$ cat src/rtl/axi_lite_arbiter.sv
// axi_lite_arbiter: two-master (IFU read-only, LSU read/write) to one-slave
// AXI-lite arbiter. One transaction in flight; the grant is held from the
// address phase through the response handshake, with one IDLE cycle between.
// Optional macro ARB_RR_EN: round-robin M0/M1 instead of fixed LSU priority.
module axi_lite_arbiter #(
   parameter int ADDR_W = 32,
   parameter int DATA_W = 32
) (
   input  logic                clk,
   input  logic                rst_n,
   // IFU (master 0)
   input  logic [ADDR_W-1:0]   m0_araddr,
   input  logic                m0_arvalid,
   output logic                m0_arready,
   output logic [DATA_W-1:0]   m0_rdata,
   output logic [1:0]          m0_rresp,
   output logic                m0_rvalid,
   input  logic                m0_rready,
   // LSU (master 1)
   input  logic [ADDR_W-1:0]   m1_araddr,
   input  logic                m1_arvalid,
   output logic                m1_arready,
   output logic [DATA_W-1:0]   m1_rdata,
   output logic [1:0]          m1_rresp,
   output logic                m1_rvalid,
   input  logic                m1_rready,
   input  logic [ADDR_W-1:0]   m1_awaddr,
   input  logic                m1_awvalid,
   output logic                m1_awready,
   input  logic [DATA_W-1:0]   m1_wdata,
   input  logic [DATA_W/8-1:0] m1_wstrb,
   input  logic                m1_wvalid,
   output logic                m1_wready,
   output logic [1:0]          m1_bresp,
   output logic                m1_bvalid,
   input  logic                m1_bready,
   // SRAM slave
   output logic [ADDR_W-1:0]   s_araddr,
   output logic                s_arvalid,
   input  logic                s_arready,
   input  logic [DATA_W-1:0]   s_rdata,
   input  logic [1:0]          s_rresp,
   input  logic                s_rvalid,
   output logic                s_rready,
   output logic [ADDR_W-1:0]   s_awaddr,
   output logic                s_awvalid,
   input  logic                s_awready,
   output logic [DATA_W-1:0]   s_wdata,
   output logic [DATA_W/8-1:0] s_wstrb,
   output logic                s_wvalid,
   input  logic                s_wready,
   input  logic [1:0]          s_bresp,
   input  logic                s_bvalid,
   output logic                s_bready
);

   typedef enum logic [2:0] {IDLE, RD_A, RD_D, WR_A, WR_B} state_t;
   typedef enum logic [1:0] {GNT_NONE, GNT_M0, GNT_M1} gnt_t;

   state_t state;
   gnt_t   gnt;

   logic r0, r1, w1;
   logic win_m0, win_m1;

   assign r0 = m0_arvalid;
   assign r1 = m1_arvalid;
   assign w1 = m1_awvalid && m1_wvalid;

`ifdef ARB_RR_EN
   // 0: M0 has priority next, 1: M1 has priority next
   logic rr_ptr;

   // Round-robin pick: the master granted last yields when both request
   always_comb begin
      win_m0 = r0 && (!(r1 || w1) || !rr_ptr);
      win_m1 = (r1 || w1) && !win_m0;
   end
`else
   // Fixed priority pick: the LSU always wins over the IFU
   always_comb begin
      win_m1 = r1 || w1;
      win_m0 = r0 && !win_m1;
   end
`endif

   // Transaction FSM and grant register
   always_ff @(posedge clk or negedge rst_n) begin
      if (!rst_n) begin
         state  <= IDLE;
         gnt    <= GNT_NONE;
`ifdef ARB_RR_EN
         rr_ptr <= 1'b0;
`endif
      end else begin
         case (state)
            IDLE: begin
               if (win_m1) begin
                  gnt   <= GNT_M1;
                  state <= w1 ? WR_A : RD_A;   // LSU write beats LSU read
`ifdef ARB_RR_EN
                  rr_ptr <= 1'b0;
`endif
               end else if (win_m0) begin
                  gnt   <= GNT_M0;
                  state <= RD_A;
`ifdef ARB_RR_EN
                  rr_ptr <= 1'b1;
`endif
               end
            end
            RD_A: if (s_arvalid && s_arready) state <= RD_D;
            RD_D: if (s_rvalid && s_rready) begin
               state <= IDLE;
               gnt   <= GNT_NONE;
            end
            WR_A: if (s_awvalid && s_awready && s_wvalid && s_wready) state <= WR_B;
            WR_B: if (s_bvalid && s_bready) begin
               state <= IDLE;
               gnt   <= GNT_NONE;
            end
            default: begin
               state <= IDLE;
               gnt   <= GNT_NONE;
            end
         endcase
      end
   end

   // Channel routing from the registered state/grant; everything else is 0
   always_comb begin
      m0_arready = 1'b0;
      m0_rdata   = '0;
      m0_rresp   = '0;
      m0_rvalid  = 1'b0;
      m1_arready = 1'b0;
      m1_rdata   = '0;
      m1_rresp   = '0;
      m1_rvalid  = 1'b0;
      m1_awready = 1'b0;
      m1_wready  = 1'b0;
      m1_bresp   = '0;
      m1_bvalid  = 1'b0;
      s_araddr   = '0;
      s_arvalid  = 1'b0;
      s_rready   = 1'b0;
      s_awaddr   = '0;
      s_awvalid  = 1'b0;
      s_wdata    = '0;
      s_wstrb    = '0;
      s_wvalid   = 1'b0;
      s_bready   = 1'b0;
      case (state)
         RD_A: begin
            if (gnt == GNT_M1) begin
               s_araddr   = m1_araddr;
               s_arvalid  = m1_arvalid;
               m1_arready = s_arready;
            end else if (gnt == GNT_M0) begin
               s_araddr   = m0_araddr;
               s_arvalid  = m0_arvalid;
               m0_arready = s_arready;
            end
         end
         RD_D: begin
            if (gnt == GNT_M1) begin
               m1_rdata  = s_rdata;
               m1_rresp  = s_rresp;
               m1_rvalid = s_rvalid;
               s_rready  = m1_rready;
            end else if (gnt == GNT_M0) begin
               m0_rdata  = s_rdata;
               m0_rresp  = s_rresp;
               m0_rvalid = s_rvalid;
               s_rready  = m0_rready;
            end
         end
         WR_A: begin
            // AW and W travel together so both handshakes land in one cycle
            s_awaddr   = m1_awaddr;
            s_awvalid  = m1_awvalid;
            s_wdata    = m1_wdata;
            s_wstrb    = m1_wstrb;
            s_wvalid   = m1_wvalid;
            m1_awready = s_awready && s_wready;
            m1_wready  = s_awready && s_wready;
         end
         WR_B: begin
            m1_bresp  = s_bresp;
            m1_bvalid = s_bvalid;
            s_bready  = m1_bready;
         end
         default: ;
      endcase
   end

endmodule
$ cat config.mk
export PLATFORM = sky130hd
export DESIGN_NAME = axi_lite_arbiter
export DESIGN_NICKNAME = d
export VERILOG_FILES = /design/src/rtl/axi_lite_arbiter.sv
export SDC_FILE = /design/constraint.sdc
export NUM_CORES = 1
export LEC_CHECK = 0
export CORE_AREA = 8 8 135 137
export CTS_CLUSTER_SIZE = 8
export DETAILED_ROUTE_END_ITERATION = 10
export DIE_AREA = 0 0 143 145
export PLACE_DENSITY = 0.54
export SYNTH_ARGS = -nofsm -noshare
export SYNTH_HDL_FRONTEND = slang
export SYNTH_SLANG_ARGS = --single-unit
$ cat constraint.sdc
create_clock -name clk -period 5.01 [get_ports clk]
set_input_delay 0.7515 -clock clk [delete_from_list [all_inputs] [get_ports clk]]
set_output_delay 0.7515 -clock clk [all_outputs]
set_load 0.01 [all_outputs]
* Word-level counts from Yosys, hierarchy flattened
Index checks and enable logic that the tools add are counted.
** Operators by class
- Multiplexer cells :: 51
- Equality and inequality tests :: 11
- Bitwise operators :: 1
- Reduce and logical (&&, ||, !) cells :: 15
** Operator list (count)
- two-way mux 32 bit :: 10
- two-way mux 2 bit :: 11
- two-way mux 1 bit :: 21
- two-way mux 3 bit :: 6
- case mux 3 bit (5 select lines) :: 1
- logical AND 1 bit :: 9
- inequality test 2 bit, second input constant :: 4
- case mux 2 bit (4 select lines) :: 1
- == test 3 x 2 -> 1 bit, second input constant :: 2
- AND reduction 5 bit :: 1
- two-way mux 4 bit :: 1
- AND reduction 4 bit :: 1
- == test 3 x 1 -> 1 bit, second input constant :: 1
- == test 3 bit, second input constant :: 1
- zero test 3 bit :: 1
- inequality test 3 bit, second input constant :: 1
- == test 2 x 1 -> 1 bit, second input constant :: 1
- == test 2 bit, second input constant :: 1
- OR reduction 2 bit :: 1
- zero test 1 bit :: 1
- logical OR 1 bit :: 1
- NOT 1 bit :: 1
** Word-level totals
- Input port bits :: 182
- Output and inout bits :: 182
- Register bits after elaboration :: 5

* Longest topological paths before layout
- Word-level depth :: 7
- Gate-level depth with buffers :: 7

* Least setup slack after synthesis
OpenSTA, ideal clock, no wires.
- Kind :: register -> output
- Start :: register state[0]
- End :: output port m1_rdata[10]
- Setup slack :: 2802 ps
- Buffers on the path :: 2
- Cell stages (with the launch flop) :: 6
- Arrival :: 1456 ps
- Cell sequence :: dfrtp_1 > buf_2 > or3b_4 > nor2b_4 > clkbuf_1 > and2_1
** On the way
- Cells in the longest elaborated chain, start to end :: 2
** RTL lines
- start: declaration :: RTL line 60 : state_t state;
- start signal: assignment :: RTL line 100 : state <= w1 ? WR_A : RD_A;
- == test 3 x 2 -> 1 bit :: RTL line 153 : case (state)
- two-way mux 32 bit :: RTL line 153
- end: declaration :: RTL line 23 : output logic [DATA_W-1:0] m1_rdata,
No other way between the ends.

* Worst setup path in the final report
- Start :: register state[0]
- End :: output port s_araddr[7]
** On the way
- Cells in the longest elaborated chain, start to end :: 2
** RTL lines
- == test 3 x 1 -> 1 bit :: RTL line 153
- two-way mux 32 bit :: RTL line 153
- end: declaration :: RTL line 38 : output logic [ADDR_W-1:0] s_araddr,
No other way between the ends.

==> key figures <==
Timing
  • Relative slew slack: 21.9%
  • Setup ws final: 1.21 ns
  • Final setup fails: 0
  • Final period utilization: 75.9%
  • Measured slew at the worst slew-check pin: 1.17 ns
  • RSZ-0062 raised after global routing: false
  • Setup TNS: 0 ns
  • F_max: 263 MHz
  • Period minus WS final: 3.80 ns
  • Final Hold Fails: 0
  • Max-slew violations: 0
  • Clock skew: 0.00129 ns
  • Hold WS: 0.599 ns

Route
  • Routed len/inst: 19.5 um
  • Drt initial violations: 119
  • DRC viols: 0
  • Router iterations before antenna repair: 4
  • Vias: 3478
  • Antenna-violating nets left: 0
  • Final wirelength: 16600 um
  • Average vias per placed instance: 4.11

Placement
  • Placer Congestion: 0.912
  • HPWL after detailed placement: 14600 um
  • IO Port Bufs: 363
  • Placed standard-cell area: 5630 sq um
  • Dpl ws: 1.47 ns

Clock tree
  • Hold buffer count at cts: 0
  • Clock Latency Late Sink: 0.23 ns
  • Clock Tree Buf Depth: 2
  • CTS Buf Count: 3
  • Post-CTS setup buffers: 0
  • CTS tree: done
  • Clock Sinks: 5
  • # H-tree levels: 1
  • CTS clk-pin slew, worst paths: 0.03 ns
  • Post-cts resize count: 0
  • Clk root buf: clkbuf_16

Global route
  • GRT overflow: 0
  • Pin count of the biggest net entering global routing: 79
  • Global Route Usage Sum: 14.6%
  • Number of global-route vias before repair: 3736
  • Global-route wire length before repair: 23400 um
  • Antenna violations before repair: 0

Floorplanning
  • Die width: 143 um
  • Row count: 47
  • Core area: 16200 sq um
  • IO Count: 364
  • Initial Util: 11.3%
  • Full die area: 20700 sq um
  • Die H: 145 um

Pwr
  • Total Power: 0.00174 W
  • Leak Pwr: 2.32 nW
  • Pwr Density: 304 nW/um^2
  • VDD IR max: 170 uV

Yosys
  • Yosys cell types: 31
  • Synth Area per Inst: 6.27 sq um
  • Synth warnings: 0
  • Post-synthesis cell count: 292
  • Post-synthesis register bit count: 5
  • Seq/Total Area, Yosys: 6.84%
  • Cell Area, Synth: 1830 sq um
  • Syn Nets: 474

Setup path
  • Worst setup path class: flip-flop to primary output
  • Max Fanout on Critical Path: 73
  • Crit path DAT: 3.05 ns
  • Critical Path RT: 4.26 ns
  • Worst Setup Start Kind: flip-flop
  • Crit end category: primary output

Worst hold path
  • Worst hold-check path type: flip-flop to flip-flop

Cells and area
  • Register area: 126 sq um
  • Fill cells: 1695
  • Share of layout cells above drive strength 1: 2.71%
  • Antenna cell count: 0
  • Nets: 810
  • Design Area, Final: 5710 sq um
  • Multi-input gate area: 1560 sq um
  • Synth-to-layout area growth: 212%

Status
  • Outcome: complete, no violations

Run
  • Max Cap Viol: 0
==> routing by layer <==
layer  GRT usage, %  routed length (um)  up-vias
met5              0                   0        -
met1           13.6                5580     1546
li1               -                   -     1679
met2           28.8                8750      240
met4           3.72                 224        0
met3           5.54                2000       13
==> worst max-delay path, stage by stage (launching register included) <==
cell and delay [ns]:
dfrtp_1 0.47, nor2b_4 0.19, buf_4 0.45, nand2b_1 0.75, nor2_1 0.33, clkdlybuf4s50_1 0.59
==> area by class of cell <==
class / count / share of cell area [%]
clock buffers: 4 / 1.38
inverters: 1 / 0.0657
multi-input cells: 250 / 27.4
flip-flops and latches: 5 / 2.21
well taps: 220 / 4.82
repair buffers: 367 / 64.1
==> path summary, 6_finish.rpt <==
check,slack [ns],endpoint,startpoint,cells after the start
max in group asynchronous,4.03,state[1]$_DFFE_PN0P_,rst_n,1
worst min register to register,0.60,gnt[1]$_DFFE_PN0P_,state[2]$_DFFE_PN0P_,1
worst max register to register,3.04,state[1]$_DFFE_PN0P_,state[1]$_DFFE_PN0P_,5
worst min-delay path,0.60,gnt[1]$_DFFE_PN0P_,state[2]$_DFFE_PN0P_,1
min in group asynchronous,0.76,gnt[1]$_DFFE_PN0P_,rst_n,1
worst max-delay path,1.21,s_araddr[7],state[0]$_DFFE_PN0P_,5
==> cell usage after synthesis (all sizes together) <==
library cell / number / area, sq um
and2: 75 / 469
and3: 73 / 457
nor2: 36 / 135
a22oi: 34 / 255
clkbuf: 29 / 113
buf: 7 / 37.5
nand2: 7 / 26.3
dfrtp: 5 / 125
nor2b: 4 / 32.5
nor3: 3 / 26.3
a21oi: 2 / 10.0
nand2b: 2 / 12.5
a311o: 1 / 10.0
and4b: 1 / 10.0
inv: 1 / 3.75
mux2i: 1 / 10.0
nand4: 1 / 6.26
nor3b: 1 / 7.51
o2111ai: 1 / 15.0
o211ai: 1 / 12.5
o21ai: 1 / 5.00
o22a: 1 / 8.76
o2bb2ai: 1 / 8.76
o311ai: 1 / 8.76
o31ai: 1 / 7.51
or2: 1 / 6.26
or3b: 1 / 11.3
==> power breakdown <==
| group | switching, W | internal (W) | total [W] | leakage, nW |
|---|---|---|---|---|
| sequential | 0.0000241 | 0.0000579 | 0.0000820 | 0.0620 |
| clock | 0.0000284 | 0.000106 | 0.000134 | 0.0382 |
| combinational | 0.000730 | 0.000789 | 0.00152 | 2.22 |
| total | 0.000783 | 0.000953 | 0.00174 | 2.32 |
==> registers in the layout, indices dropped and copies added, names as in the netlist <==
signal  cells
state       3
gnt         2
==> through the flow <==
stage	cells	util, %
final	847	35.3
after CTS	847	35.3
after detailed placement	843	34.8
after global routing	847	35.3
after floorplan	292	-
after global placement	843	34.8
==> kinds of logic (layout without fill, tap and decap cells) <==
group | Yosys count | in the layout | synth area share (%)
multiplexers | 1 | 1 | 0.547
AO/OA/AOI/OAI | 44 | 44 | 18.7
AND/OR/NAND/NOR | 205 | 205 | 65.6
flip-flops | 5 | 5 | 6.84
buffers and inverters | 37 | 372 | 8.41
==> placed cells by master, fill, tap and decap left out, drive strengths merged, types with 2 or more instances in the layout <==
cell / synthesis / final
clkdlybuf4s50: 0 / 363
and2: 75 / 75
and3: 73 / 73
nor2: 36 / 36
a22oi: 34 / 34
nand2: 7 / 7
dfrtp: 5 / 5
buf: 7 / 4
clkbuf: 29 / 4
nor2b: 4 / 4
nor3: 3 / 3
nand2b: 2 / 2
a21oi: 2 / 2
Note: power is estimated with default switching activity, not from simulation.
